$ cat src/rtl/mult_div.sv
// mult_div: iterative signed multiply / restoring divide unit writing HI/LO,
// one bit per cycle over magnitudes with sign fix-up at the end.
module mult_div #(
    parameter int WIDTH = 32
) (
    input  logic             clk,
    input  logic             reset,
    input  logic             mdControl,
    input  logic             mdOp,
    input  logic [WIDTH-1:0] a,
    input  logic [WIDTH-1:0] b,
    output logic [WIDTH-1:0] hi,
    output logic [WIDTH-1:0] lo,
    output logic             busy,
    output logic             done,
    output logic             zeroDiv
);
    localparam int CW = $clog2(WIDTH);
    typedef enum logic [1:0] {IDLE, CALC, FIX} state_t;
    state_t             state;
    logic               op;
    logic               neg_q;
    logic               neg_r;
    logic [CW-1:0]      cnt;
    logic [WIDTH-1:0]   m;
    logic [2*WIDTH-1:0] acc;
    logic [WIDTH-1:0]   abs_a;
    logic [WIDTH-1:0]   abs_b;
    logic [WIDTH:0]     sum;
    logic [WIDTH:0]     r_sh;
    logic [WIDTH:0]     trial;
    logic [2*WIDTH-1:0] step;
    logic [2*WIDTH-1:0] prod;
    assign abs_a = a[WIDTH-1] ? -a : a;
    assign abs_b = b[WIDTH-1] ? -b : b;
    // mult: acc = {partial product, remaining multiplier bits}, shifted right each step
    assign sum   = {1'b0, acc[2*WIDTH-1:WIDTH]} + (acc[0] ? {1'b0, m} : {(WIDTH+1){1'b0}});
    // div: acc = {remainder, remaining dividend bits / quotient bits}, shifted left each step
    assign r_sh  = acc[2*WIDTH-1:WIDTH-1];
    assign trial = r_sh - {1'b0, m};
    assign step  = op ? {trial[WIDTH] ? r_sh[WIDTH-1:0] : trial[WIDTH-1:0], acc[WIDTH-2:0], ~trial[WIDTH]}
                      : {sum, acc[WIDTH-1:1]};
    assign prod  = neg_q ? -acc : acc;
    always_ff @(posedge clk or posedge reset) begin
        if (reset) begin
            state   <= IDLE;
            op      <= 1'b0;
            neg_q   <= 1'b0;
            neg_r   <= 1'b0;
            cnt     <= '0;
            m       <= '0;
            acc     <= '0;
            hi      <= '0;
            lo      <= '0;
            busy    <= 1'b0;
            done    <= 1'b0;
            zeroDiv <= 1'b0;
        end else begin
            done    <= 1'b0;
            zeroDiv <= 1'b0;
            case (state)
                IDLE: if (mdControl) begin
                    if (mdOp && b == '0) begin
                        zeroDiv <= 1'b1;
                    end else begin
                        op    <= mdOp;
                        neg_q <= a[WIDTH-1] ^ b[WIDTH-1];
                        neg_r <= a[WIDTH-1];
                        m     <= mdOp ? abs_b : abs_a;
                        acc   <= {{WIDTH{1'b0}}, mdOp ? abs_a : abs_b};
                        cnt   <= CW'(WIDTH-1);
                        busy  <= 1'b1;
                        state <= CALC;
                    end
                end
                CALC: begin
                    acc <= step;
                    cnt <= cnt - 1'b1;
                    if (cnt == '0) state <= FIX;
                end
                FIX: begin
                    if (op) begin
                        lo <= neg_q ? -acc[WIDTH-1:0] : acc[WIDTH-1:0];
                        hi <= neg_r ? -acc[2*WIDTH-1:WIDTH] : acc[2*WIDTH-1:WIDTH];
                    end else begin
                        {hi, lo} <= prod;
                    end
                    done  <= 1'b1;
                    busy  <= 1'b0;
                    state <= IDLE;
                end
                default: state <= IDLE;
            endcase
        end
    end
endmodule

$ cat config.mk
export PLATFORM = sky130hd
export DESIGN_NAME = mult_div
export DESIGN_NICKNAME = d
export VERILOG_FILES = /design/src/rtl/mult_div.sv
export SDC_FILE = /design/constraint.sdc
export NUM_CORES = 1
export LEC_CHECK = 0
export BUFFER_PORTS_ARGS = -buffer_cell sky130_fd_sc_hd__buf_2
export CAP_MARGIN = 0
export CELL_PAD_IN_SITES_DETAIL_PLACEMENT = 1
export CELL_PAD_IN_SITES_GLOBAL_PLACEMENT = 1
export CORE_UTILIZATION = 45
export DETAILED_ROUTE_END_ITERATION = 12
export GPL_ROUTABILITY_DRIVEN = 0
export GPL_TIMING_DRIVEN = 1
export PLACE_DENSITY_LB_ADDON = 0.1
export SYNTH_ARGS = -nofsm -noshare
export SYNTH_HDL_FRONTEND = slang
export SYNTH_SLANG_ARGS = --single-unit
$ cat constraint.sdc
create_clock -name clk -period 6.2 [get_ports clk]
set_input_delay 0.31 -clock clk [delete_from_list [all_inputs] [get_ports clk]]
set_output_delay 0.31 -clock clk [all_outputs]
set_load 0.005 [all_outputs]
**Word-level counts from Yosys, hierarchy flattened**

Cells that the tools add are included.

- Register bits after elaboration: 173

- Reductions and logical operators: 10
- Bitwise logic cells: 3
- Add/subtract/negate cells: 8
- Eq/ne operators: 5
- Multiplexer cells: 29

Operators by type and width:

| kind | count |
|---|---|
| 32-bit 2-to-1 mux | 10 |
| 64-bit 2-to-1 mux | 4 |
| 32-bit negator | 4 |
| 64-bit one-hot mux with 2 select lines | 1 |
| 64-bit negator | 1 |
| 32-bit by 32-bit adder with 33-bit output | 1 |
| 33-bit by 32-bit subtractor with 33-bit output | 1 |
| 32-bit logical NOT | 1 |
| 3-bit AND reduction | 4 |
| 5-bit 2-to-1 mux | 2 |
| 5-bit one-hot mux with 2 select lines | 1 |
| 1-bit 2-to-1 mux | 6 |
| 2-bit 2-to-1 mux | 3 |
| 2-bit inequality test (second input constant) | 3 |
| 5-bit logical NOT | 1 |
| 5-bit by 1-bit subtractor with 5-bit output (second input constant) | 1 |
| 2-bit one-hot mux with 2 select lines | 1 |
| 2-bit nonzero test | 2 |
| 2-bit by 1-bit == test with 1-bit output (second input constant) | 1 |
| 2-bit == test (second input constant) | 1 |
| 2-bit logical NOT | 1 |
| 1-bit NOT | 2 |
| 1-bit one-hot mux with 2 select lines | 1 |
| 1-bit logical AND | 1 |
| 1-bit XOR | 1 |

**Logic depth before layout (Yosys ltp)**

Gate-level depths: netlist (run 1).

- Depth in word-level cells: 6
- Depth in mapped cells: 14
- Mapped depth without buffers: 14

**Least setup slack after synthesis (run 1)**

Ideal clock, no wire load.

- Path type: register -> register
- Start: register acc[0]
- End: register acc[53]
- Data required time: 6.078 ns
- Stages on the path, launching flop included: 14
- Library setup time: 0.122 ns
- Buffers on the path: 1
- Arrival time: 3.547 ns
- Path slack: 2.531 ns
- Cell sequence: dfrtp_1 > inv_1 > clkbuf_1 > nor2_1 > ha_1 > o211a_1 > o31ai_1 > a21boi_1 > a221o_1 > a41oi_1 > o21ai_1 > and4_1 > or4_1 > a32o_1

- Longest elaborated chain between the ends: 4

RTL lines:

| what | RTL line | source |
|---|---|---|
| start, declared | 26 | `logic [2*WIDTH-1:0] acc;` |
| start signal, assigned | 70 | `acc <= {{WIDTH{1'b0}}, mdOp ? abs_a : abs_b};` |
| start signal, assigned | 77 | `acc <= step;` |
| 32-bit 2-to-1 mux | 37 | `assign sum = {1'b0, acc[2*WIDTH-1:WIDTH]} + (acc[0] ? {1'b0, m} : {(WIDTH+1){1'b0}});` |
| 32-bit by 32-bit adder with 33-bit output | 37 |  |
| 64-bit 2-to-1 mux | 41 | `assign step = op ? {trial[WIDTH] ? r_sh[WIDTH-1:0] : trial[WIDTH-1:0], acc[WIDTH-2:0], ~trial[WIDTH]}` |
| 64-bit one-hot mux with 2 select lines | 61 | `case (state)` |

No other way between the ends.
A chain may end at the register's enable or synchronous reset.

**Worst setup path after layout (run 1)**

Ends and elaborated chain as after synthesis.

==> results_dict.tcl, run 1 <==
set metrics [dict create \
    crit_type "register to register" \
    netlist.area_leader.share_pct 30.8 \
    cts_made_buffers 17 \
    post_cts_resized 0 \
    clk_latency_ns 0.46 \
    portBuffers 134 \
    rows 64 \
    met2_usage_pct 49.8 \
    p_total_uw 9320 \
    antenna_left 0 \
    cp_max_fo 14 \
    maxSlewHeadroom_pct 16.3 \
    die_h_um 179 \
    grt_use_met1_pct 39.2 \
    ys_warn_count 0 \
    start_util_pct 45.8 \
    synth_most_common_cell "nand2_1" \
    report.final.setup_viol 0 \
    cts-root-buf "clkbuf_16" \
    vias 13417 \
    drv_slew 0 \
    finalHoldViolCount 0 \
    cp.arrival_ns 4.69 \
    cap_violations 0 \
    drive_gt1_share_pct 11.9 \
    grt_pass1_wl_um 73400 \
    startpoint_type "register" \
    p_comb_share_pct 63.4 \
    wirelength_um 46800 \
    postCtsHoldBufs 0 \
    cp.required_ns 6.54 \
    n_fill_cell 3791 \
    synth_edf_count 0 \
    critical-path-slowest-cell "a41oi_1" \
    remaining_drc_errors 0 \
    fin_crit_sh_pct 70.2 \
    htreeDepth 4 \
    layout.nets 1950 \
    dpl-instance-area_um2 14900 \
    area_growth_pct 10.2 \
    fin_crit_ns 4.35 \
    clockBufferDepth 2 \
    p_clk_share_pct 11.1 \
    via_per_inst 6.05 \
    crit_chain "inv_1 > nor2_1 > ha_1 > nor2b_1 > o31ai_1 > a21boi_1 > a221o_1 > a41oi_1 > o21ai_1 > and4_1 > or4_1 > a32o_1" \
    pwr-share-seq_pct 25.5 \
    met3_usage_pct 3.07 \
    core_region_area_um2 30700 \
    cts_tree "yes" \
    synth_top_area_cell "dfrtp_1" \
    synth_area_per_cell_um2 8.01 \
    antenna_found_initial 0 \
    hp-class "input port to asynchronous set/reset pin" \
    fin_skew_ns 0.0163 \
    dp_hpwl_um 35800 \
    ys_top_cells_by_area "dfrtp_1 (31%), o21ai_0 (6.8%), ha_1 (6.2%)" \
    n_antenna_cell 0 \
    rsz0062_at_grt "no" \
    dieArea_um2 31900 \
    async_flop_share_pct 100 \
    end_kind "register" \
    fmaxAchievable_mhz 230 \
    grt_use_total_pct 29.9 \
    p_sw_share_pct 51.4 \
    ys_seq_elements 173 \
    switchingPower_uw 4790 \
    grt_pass1_vias 13425 \
    setup_tns_ns 0 \
    postCtsSetupRepairBufs 0 \
    peakVddDrop_uv 326 \
    p_leak_uw 0.00688 \
    wl_per_cell_um 21.1 \
    synthesis.area_um2 14000 \
    grt_max_degree 130 \
    ys_top_cells_by_count "nand2_1 (209), o21ai_0 (192), dfrtp_1 (173), nor2_1 (149), a21oi_1 (132)" \
    cts.sinks 173 \
    slowest_delay_ns 0.53 \
    clkTransAtPathRegs_ns 0.07 \
    ioPinCount 135 \
    synthCells 1753 \
    tightest_slew_ns 1.25 \
    dr.pass1.iters 8 \
    p_per_area_nw_per_um2 602 \
    die_x_um 179 \
    busiest_layer "met2" \
    power.internal_uw 4520 \
    drt_iter0_drc 782 \
    ys.flop_type "dfrtp_1" \
    synth.distinct_cells 78 \
    gr-total-overflow 0 \
    ys_seq_area_share_pct 30.8 \
    synth_nets 1893 \
    status "finished clean" \
    final_area_um2 15500 \
]
==> logic make-up after synthesis <==
group                      count (synthesis)  synth area share [%]
and+or+nand+nor                          531                  17.4
DFF                                      173                  30.8
muxes                                     55                  3.98
xor gates and xnor gates                 174                  10.8
AOI/OAI and AO/OA                        580                  25.9
adders and majority gates                 72                  6.52
buffers and inverters                    168                  4.52
==> through the flow <==
stage / cells / hold WS, ns / setup slack [ns] / util [%]
global route: 2217 / 0.128 / 1.60 / 50.5
floorplan: 1753 / 0.423 / 1.20 / -
global placement: 2187 / 0.456 / 2.02 / 48.7
detailed placement: 2187 / 0.465 / 1.93 / 48.7
finish: 2217 / 0.0432 / 1.85 / 50.5
CTS: 2217 / 0.0838 / 1.88 / 50.5
==> metal layers <==
layer	routed length, um	up-vias
met4	1590	0
met2	22100	315
met5	0	-
met3	1720	86
li1	-	6410
met1	21300	6606
==> area by class of cell <==
class	instances	area (um^2)	area share [%]
Clock buffer	20	457	2.95
Clock inverter	10	83.8	0.542
Inverter	59	226	1.46
Multi-Input combinational cell	1412	9110	58.9
Sequential cell	173	4330	28.0
Tap cell	396	495	3.20
Timing Repair Buffer	147	768	4.96
==> worst max-delay path, delay by kind of cell (launching register included) <==
kind                       cells  cell delay, ns
AOI/OAI and AO/OA              6            2.04
and+or+nand+nor                4            1.00
DFF                            1            0.46
buffers and inverters          1            0.40
adders and majority gates      1            0.35
==> sequential cells by signal (all words and copies together), names as in the netlist <==
register and flops:
lo 32, cnt 5, busy 1, acc 64
neg_q 1, state 2, neg_r 1, op 1
hi 32, done 1, zeroDiv 1, m 32
==> power by group through the flow <==
| stage | sequential (uW) | combinational [uW] | clock, uW |
|---|---|---|---|
| 2_1_floorplan | 1950 | 4490 | 0 |
| 4_1_cts | 2350 | 5880 | 1050 |
| 5_1_grt | 2430 | 6540 | 1080 |
| 3_3_place_gp | 2350 | 5670 | 0 |
| 3_5_place_dp | 2370 | 5860 | 0 |
| 6_report | 2370 | 5910 | 1040 |
==> final timing paths <==
check	cells after the start	to	startpoint	slack (ns)
setup / recovery	12	acc[53]	acc[0]	1.85
max in group asynchronous	3	op	reset	5.04
hold reg to reg	2	hi[18]	hi[18]	0.47
hold / removal	2	lo[16]	reset	0.04
setup reg to reg	12	acc[53]	acc[0]	1.85
min in group clk	3	zeroDiv	mdControl	0.13
==> cells in the final DEF, fill, tap and decap left out, drive strengths merged, types with 16 or more instances in the layout <==
cell type  netlist  routed
a211oi          60      60
clkbuf          96      20
or4             16      16
a22oi           22      22
ha              70      70
buf             13     147
dfrtp          173     173
o41ai           17      17
xor2            84      84
nor3            35      35
inv             58      62
o31ai           25      25
a21oi          132     132
o21ai          196     196
a21o            34      34
or3             19      19
nor2           150     150
mux2i           48      48
nand2          209     209
xnor2           90      90
(Power assumes the default switching activity.)
==> run 2: changes to the inputs <==
--- a/config.mk
+++ b/config.mk
@@ -9,7 +9,7 @@
 export CAP_MARGIN = 0
 export CELL_PAD_IN_SITES_DETAIL_PLACEMENT = 1
 export CELL_PAD_IN_SITES_GLOBAL_PLACEMENT = 1
-export CORE_UTILIZATION = 45
+export CORE_UTILIZATION = 41
 export DETAILED_ROUTE_END_ITERATION = 12
 export GPL_ROUTABILITY_DRIVEN = 0
 export GPL_TIMING_DRIVEN = 1
==> constraint.sdc (replaced) <==
create_clock -name clk -period 3.9 [get_ports clk]
set_input_delay 0.195 -clock clk [delete_from_list [all_inputs] [get_ports clk]]
set_output_delay 0.195 -clock clk [all_outputs]
set_load 0.005 [all_outputs]
==> results_dict.tcl, run 2 (same netlist as run 1, synthesis figures left out) <==
set metrics [dict create \
    status "finished clean" \
    dieArea_um2 35000 \
    area_growth_pct 13.7 \
    wl_per_cell_um 20.7 \
    finalHoldViolCount 0 \
    fin_skew_ns 0.0161 \
    maxSlewHeadroom_pct 34.2 \
    cts_made_buffers 17 \
    drive_gt1_share_pct 13.9 \
    p_comb_share_pct 66.1 \
    finalNonFillerCells 2310 \
    cts-root-buf "clkbuf_16" \
    grt_pass1_wl_um 76100 \
    report.final.setup_viol 0 \
    p_per_area_nw_per_um2 957 \
    clockBufferDepth 2 \
    cp.required_ns 4.21 \
    startpoint_type "register" \
    largest_reg_flops 64 \
    antenna_found_initial 1 \
    fin_crit_sh_pct 95.2 \
    die_x_um 187 \
    register_area_um2 4330 \
    wirelength_um 47800 \
    p_sw_share_pct 50.5 \
    gr-total-overflow 0 \
    cap_violations 0 \
    htreeDepth 4 \
    final_common_cell "nand2_1" \
    portBuffers 134 \
    cp.arrival_ns 4.02 \
    final_cell_mix "nand2_1 (209), o21ai_0 (192), dfrtp_1 (171), nor2_1 (148), buf_2 (133)" \
    dp_cells 2274 \
    dr.pass1.iters 5 \
    fmaxAchievable_mhz 269 \
    regMostFlops "acc" \
    ioPinCount 135 \
    tightest_slew_ns 0.987 \
    core_region_area_um2 33600 \
    hp-class "input port to register" \
    grt_pass1_vias 13450 \
    start_util_pct 41.8 \
    clk_latency_ns 0.46 \
    peakVddDrop_uv 487 \
    fin_util_pct 47.5 \
    pwr-share-seq_pct 22.7 \
    drt_iter0_drc 748 \
    p_leak_uw 0.00710 \
    n_fill_cell 4156 \
    fin_crit_ns 3.71 \
    layout.nets 1988 \
    crit_type "register to register" \
    vias 13427 \
    rows 67 \
    dp_hpwl_um 37200 \
    grt_max_degree 92 \
    rsz0062_at_grt "no" \
    cts.sinks 173 \
    grt_use_total_pct 27.5 \
    dp_slack_ns -0.113 \
    drv_slew 0 \
    antenna_left 0 \
    power.internal_uw 7560 \
    cp_max_fo 8 \
    cts_tree "yes" \
    switchingPower_uw 7730 \
    die_h_um 187 \
    remaining_drc_errors 0 \
    via_per_inst 5.81 \
    p_clk_share_pct 11.3 \
    end_kind "register" \
    setup_tns_ns 0 \
    final.setup.worst_slack_ns 0.188 \
    clkTransAtPathRegs_ns 0.08 \
    multiInputGateArea_um2 9130 \
]
## run 2: cell count changes in the layout (fill, tap and decap cells not counted), sizes merged
cell,delta
diode,+1
dlygate4sd3,+2
buf,+36
inv,+2
## run 2: worst paths after layout
path | startpoint | endpoint | slack, ns | cells after the start
worst max-delay path | acc[11] | hi[27] | 0.19 | 9
worst min-delay path | a[30] | m[31] | 0.20 | 4
worst max register to register | acc[11] | hi[27] | 0.19 | 9
worst min register to register | lo[27] | lo[27] | 0.48 | 2
max in group asynchronous | reset | acc[54] | 3.01 | 4
min in group asynchronous | reset | lo[17] | 0.44 | 4
## run 2: area by class of cell
type / count / area share [%]
Antenna cell: 1 / 0.0157
Clock buffer: 20 / 2.86
Clock inverter: 12 / 0.760
Inverter: 59 / 1.43
Multi-Input combinational cell: 1412 / 57.2
Sequential cell: 173 / 27.1
Tap cell: 448 / 3.51
Timing Repair Buffer: 185 / 7.11
## run 2: power groups by stage
stage | registers, uW | clock network, uW | logic (uW)
final | 3460 | 1720 | 10100
after global routing | 3560 | 1810 | 11100
after CTS | 3440 | 1750 | 9990
after detailed placement | 3470 | 0 | 9920
after global placement | 3430 | 0 | 9670
after floorplan | 3100 | 0 | 7150
## run 2: metrics by stage
step	hold WS [ns]	instance area (um^2)	total power, uW
after detailed placement	0.397	15300	13400
after CTS	0.183	15900	15200
after global placement	0.392	15300	13100
after global routing	0.220	16000	16500
final	0.197	16000	15300
after floorplan	0.308	14100	10200
## run 2: per-layer routing
layer | share of wire (%) | vias to the layer above | GRT usage (%)
met2 | 46 | 290 | 44.3
met4 | 2.3 | 0 | 8.73
met5 | 0 | - | 0
li1 | - | 6487 | -
met3 | 4.7 | 66 | 3.47
met1 | 47 | 6584 | 38.3
## run 2: worst max-delay path: stages (launching register included)
cell     delay, ns
dfrtp_1       0.48
or4_4         0.59
nor4_1        0.34
or4b_1        0.56
or3_1         0.52
o41ai_2       0.31
o22ai_1       0.18
o21ai_1       0.24
xor2_1        0.23
o21ai_1       0.09
## run 2: timing repair
item / CTS / global route
hold buffers: 2 / 0
resized for setup: 2 / 7
pin swaps: 0 / 2
setup buffers: 0 / 1
endpoints found under the hold margin: 174 / 0
setup endpoints to repair: 3 / 22
==> run 3: changes to the inputs <==
--- a/config.mk
+++ b/config.mk
@@ -13,7 +13,7 @@
 export DETAILED_ROUTE_END_ITERATION = 12
 export GPL_ROUTABILITY_DRIVEN = 0
 export GPL_TIMING_DRIVEN = 1
-export PLACE_DENSITY_LB_ADDON = 0.1
+export PLACE_DENSITY = 0.75
 export SYNTH_ARGS = -nofsm -noshare
 export SYNTH_HDL_FRONTEND = slang
 export SYNTH_SLANG_ARGS = --single-unit
==> results_dict.tcl, run 3 (same netlist as run 1, synthesis figures left out) <==
set metrics [dict create \
    r2r.worst_path.cells 14 \
    status "finished clean" \
    cap_violations 0 \
    startpoint_type "register" \
    antenna_found_initial 0 \
    postCtsSetupRepairBufs 0 \
    core_region_area_um2 33600 \
    hp-start "mdControl" \
    timing.hold.ws_ns 0.0187 \
    peakVddDrop_uv 528 \
    report.final.setup_viol 0 \
    fin_crit_ns 3.68 \
    drt_iter0_drc 672 \
    final_common_cell "nand2_1" \
    dpl-instance-area_um2 15300 \
    cts_made_buffers 17 \
    p_per_area_nw_per_um2 962 \
    gr-total-overflow 0 \
    n_antenna_cell 0 \
    final.setup.worst_slack_ns 0.218 \
    fin_skew_ns 0.0123 \
    finalNonFillerCells 2302 \
    tightest_slew_ns 1.06 \
    antenna_left 0 \
    regMostFlops "acc" \
    cts.sinks 173 \
    cp_max_fo 16 \
    dp_cells 2269 \
    remaining_drc_errors 0 \
    end_kind "register" \
    cts-root-buf "clkbuf_16" \
    maxSlewHeadroom_pct 29.4 \
    vias 13572 \
    die_h_um 187 \
    grt_use_total_pct 27.2 \
    finalHoldViolCount 0 \
    hp-class "input port to register" \
    drv_slew 0 \
    clkTransAtPathRegs_ns 0.08 \
    drive_gt1_share_pct 13.8 \
    rows 67 \
    p_leak_uw 0.00707 \
    cts_tree "yes" \
    via_per_inst 5.90 \
    final_area_um2 15900 \
    setup_tns_ns 0 \
    layout.nets 1981 \
    grt_pass1_vias 13643 \
    r2r_slack_ns 0.22 \
    dr.pass1.iters 5 \
    start_util_pct 41.8 \
    r2r_start "m[0]" \
    area_growth_pct 13.3 \
    dp_hpwl_um 36900 \
    clockBufferDepth 2 \
    crit_type "register to register" \
    fmaxAchievable_mhz 272 \
    largest_reg_flops 64 \
    final_cell_mix "nand2_1 (209), o21ai_0 (192), dfrtp_1 (171), nor2_1 (148), buf_2 (133)" \
    wirelength_um 47400 \
    dieArea_um2 35000 \
    die_x_um 187 \
    fin_crit_sh_pct 94.4 \
    hold_depth 3 \
    ioPinCount 135 \
    cp.required_ns 4.23 \
    wl_per_cell_um 20.6 \
    clk_latency_ns 0.45 \
    n_fill_cell 4112 \
    whs_endpoint "zeroDiv" \
    dp_slack_ns 0.0631 \
    timing.rr.end "acc[60]" \
    htreeDepth 4 \
    grt_pass1_wl_um 75300 \
    portBuffers 134 \
    grt_max_degree 99 \
    cp.arrival_ns 4.01 \
    rsz0062_at_grt "no" \
]
==> run 3: how the worst max path moves through the flow <==
stage / depth (start not counted) / from / endpoint
CTS: 14 / acc[0] / acc[63]
floorplan: 13 / acc[0] / acc[53]
global placement: 14 / acc[0] / acc[63]
finish: 14 / m[0] / acc[60]
global route: 14 / acc[32] / acc[36]
detailed placement: 12 / acc[0] / acc[53]
==> run 3: per-stage QoR <==
step	power (uW)	utilization, %
after global routing	16500	47.4
after floorplan	10200	-
after global placement	13100	45.5
after CTS	15200	47.3
after detailed placement	13400	45.5
final	15300	47.4
==> run 3: report_power, final <==
| group | switching, uW | leakage (uW) | internal [uW] |
|---|---|---|---|
| clock network | 894 | 0.000287 | 866 |
| registers | 1020 | 0.00220 | 2520 |
| logic | 5880 | 0.00459 | 4150 |
| total | 7790 | 0.00707 | 7530 |
==> run 3: critical path, stage by stage (launching register included) <==
cell and delay [ns]:
dfrtp_1 0.41, ha_1 0.23, fa_1 0.41, nand2b_1 0.18, a21oi_1 0.19, o21ai_0 0.17, o21bai_1 0.20, a31oi_1 0.21
o311ai_0 0.44, o211ai_1 0.23, buf_12 0.22, buf_4 0.17, nand2_1 0.07, o211ai_1 0.11, a32o_1 0.31
==> run 3: layout make-up <==
| type | instances | area, um^2 | share of cell area, % |
|---|---|---|---|
| Sequential cell | 173 | 4330 | 27.2 |
| Timing Repair Buffer | 178 | 1070 | 6.73 |
| Multi-Input combinational cell | 1412 | 9140 | 57.4 |
| Tap cell | 448 | 561 | 3.52 |
| Inverter | 59 | 225 | 1.41 |
| Clock buffer | 17 | 425 | 2.67 |
| Clock inverter | 15 | 170 | 1.07 |
==> run 3: repair_timing <==
action,CTS,global route
endpoints found under the hold margin,21,0
hold buffers,1,0
gates resized for setup,0,7
setup endpoints to repair,0,11
==> run 3: per-layer routing <==
layer / global-route usage, % / wire length [um] / part of all wire (%) / vias to the layer above
li1: - / - / - / 6466
met1: 36.0 / 21700 / 46 / 6710
met2: 45.8 / 22500 / 47 / 312
met3: 2.93 / 1840 / 3.9 / 84
met4: 9.96 / 1410 / 3.0 / 0
met5: 0 / 0 / 0 / -
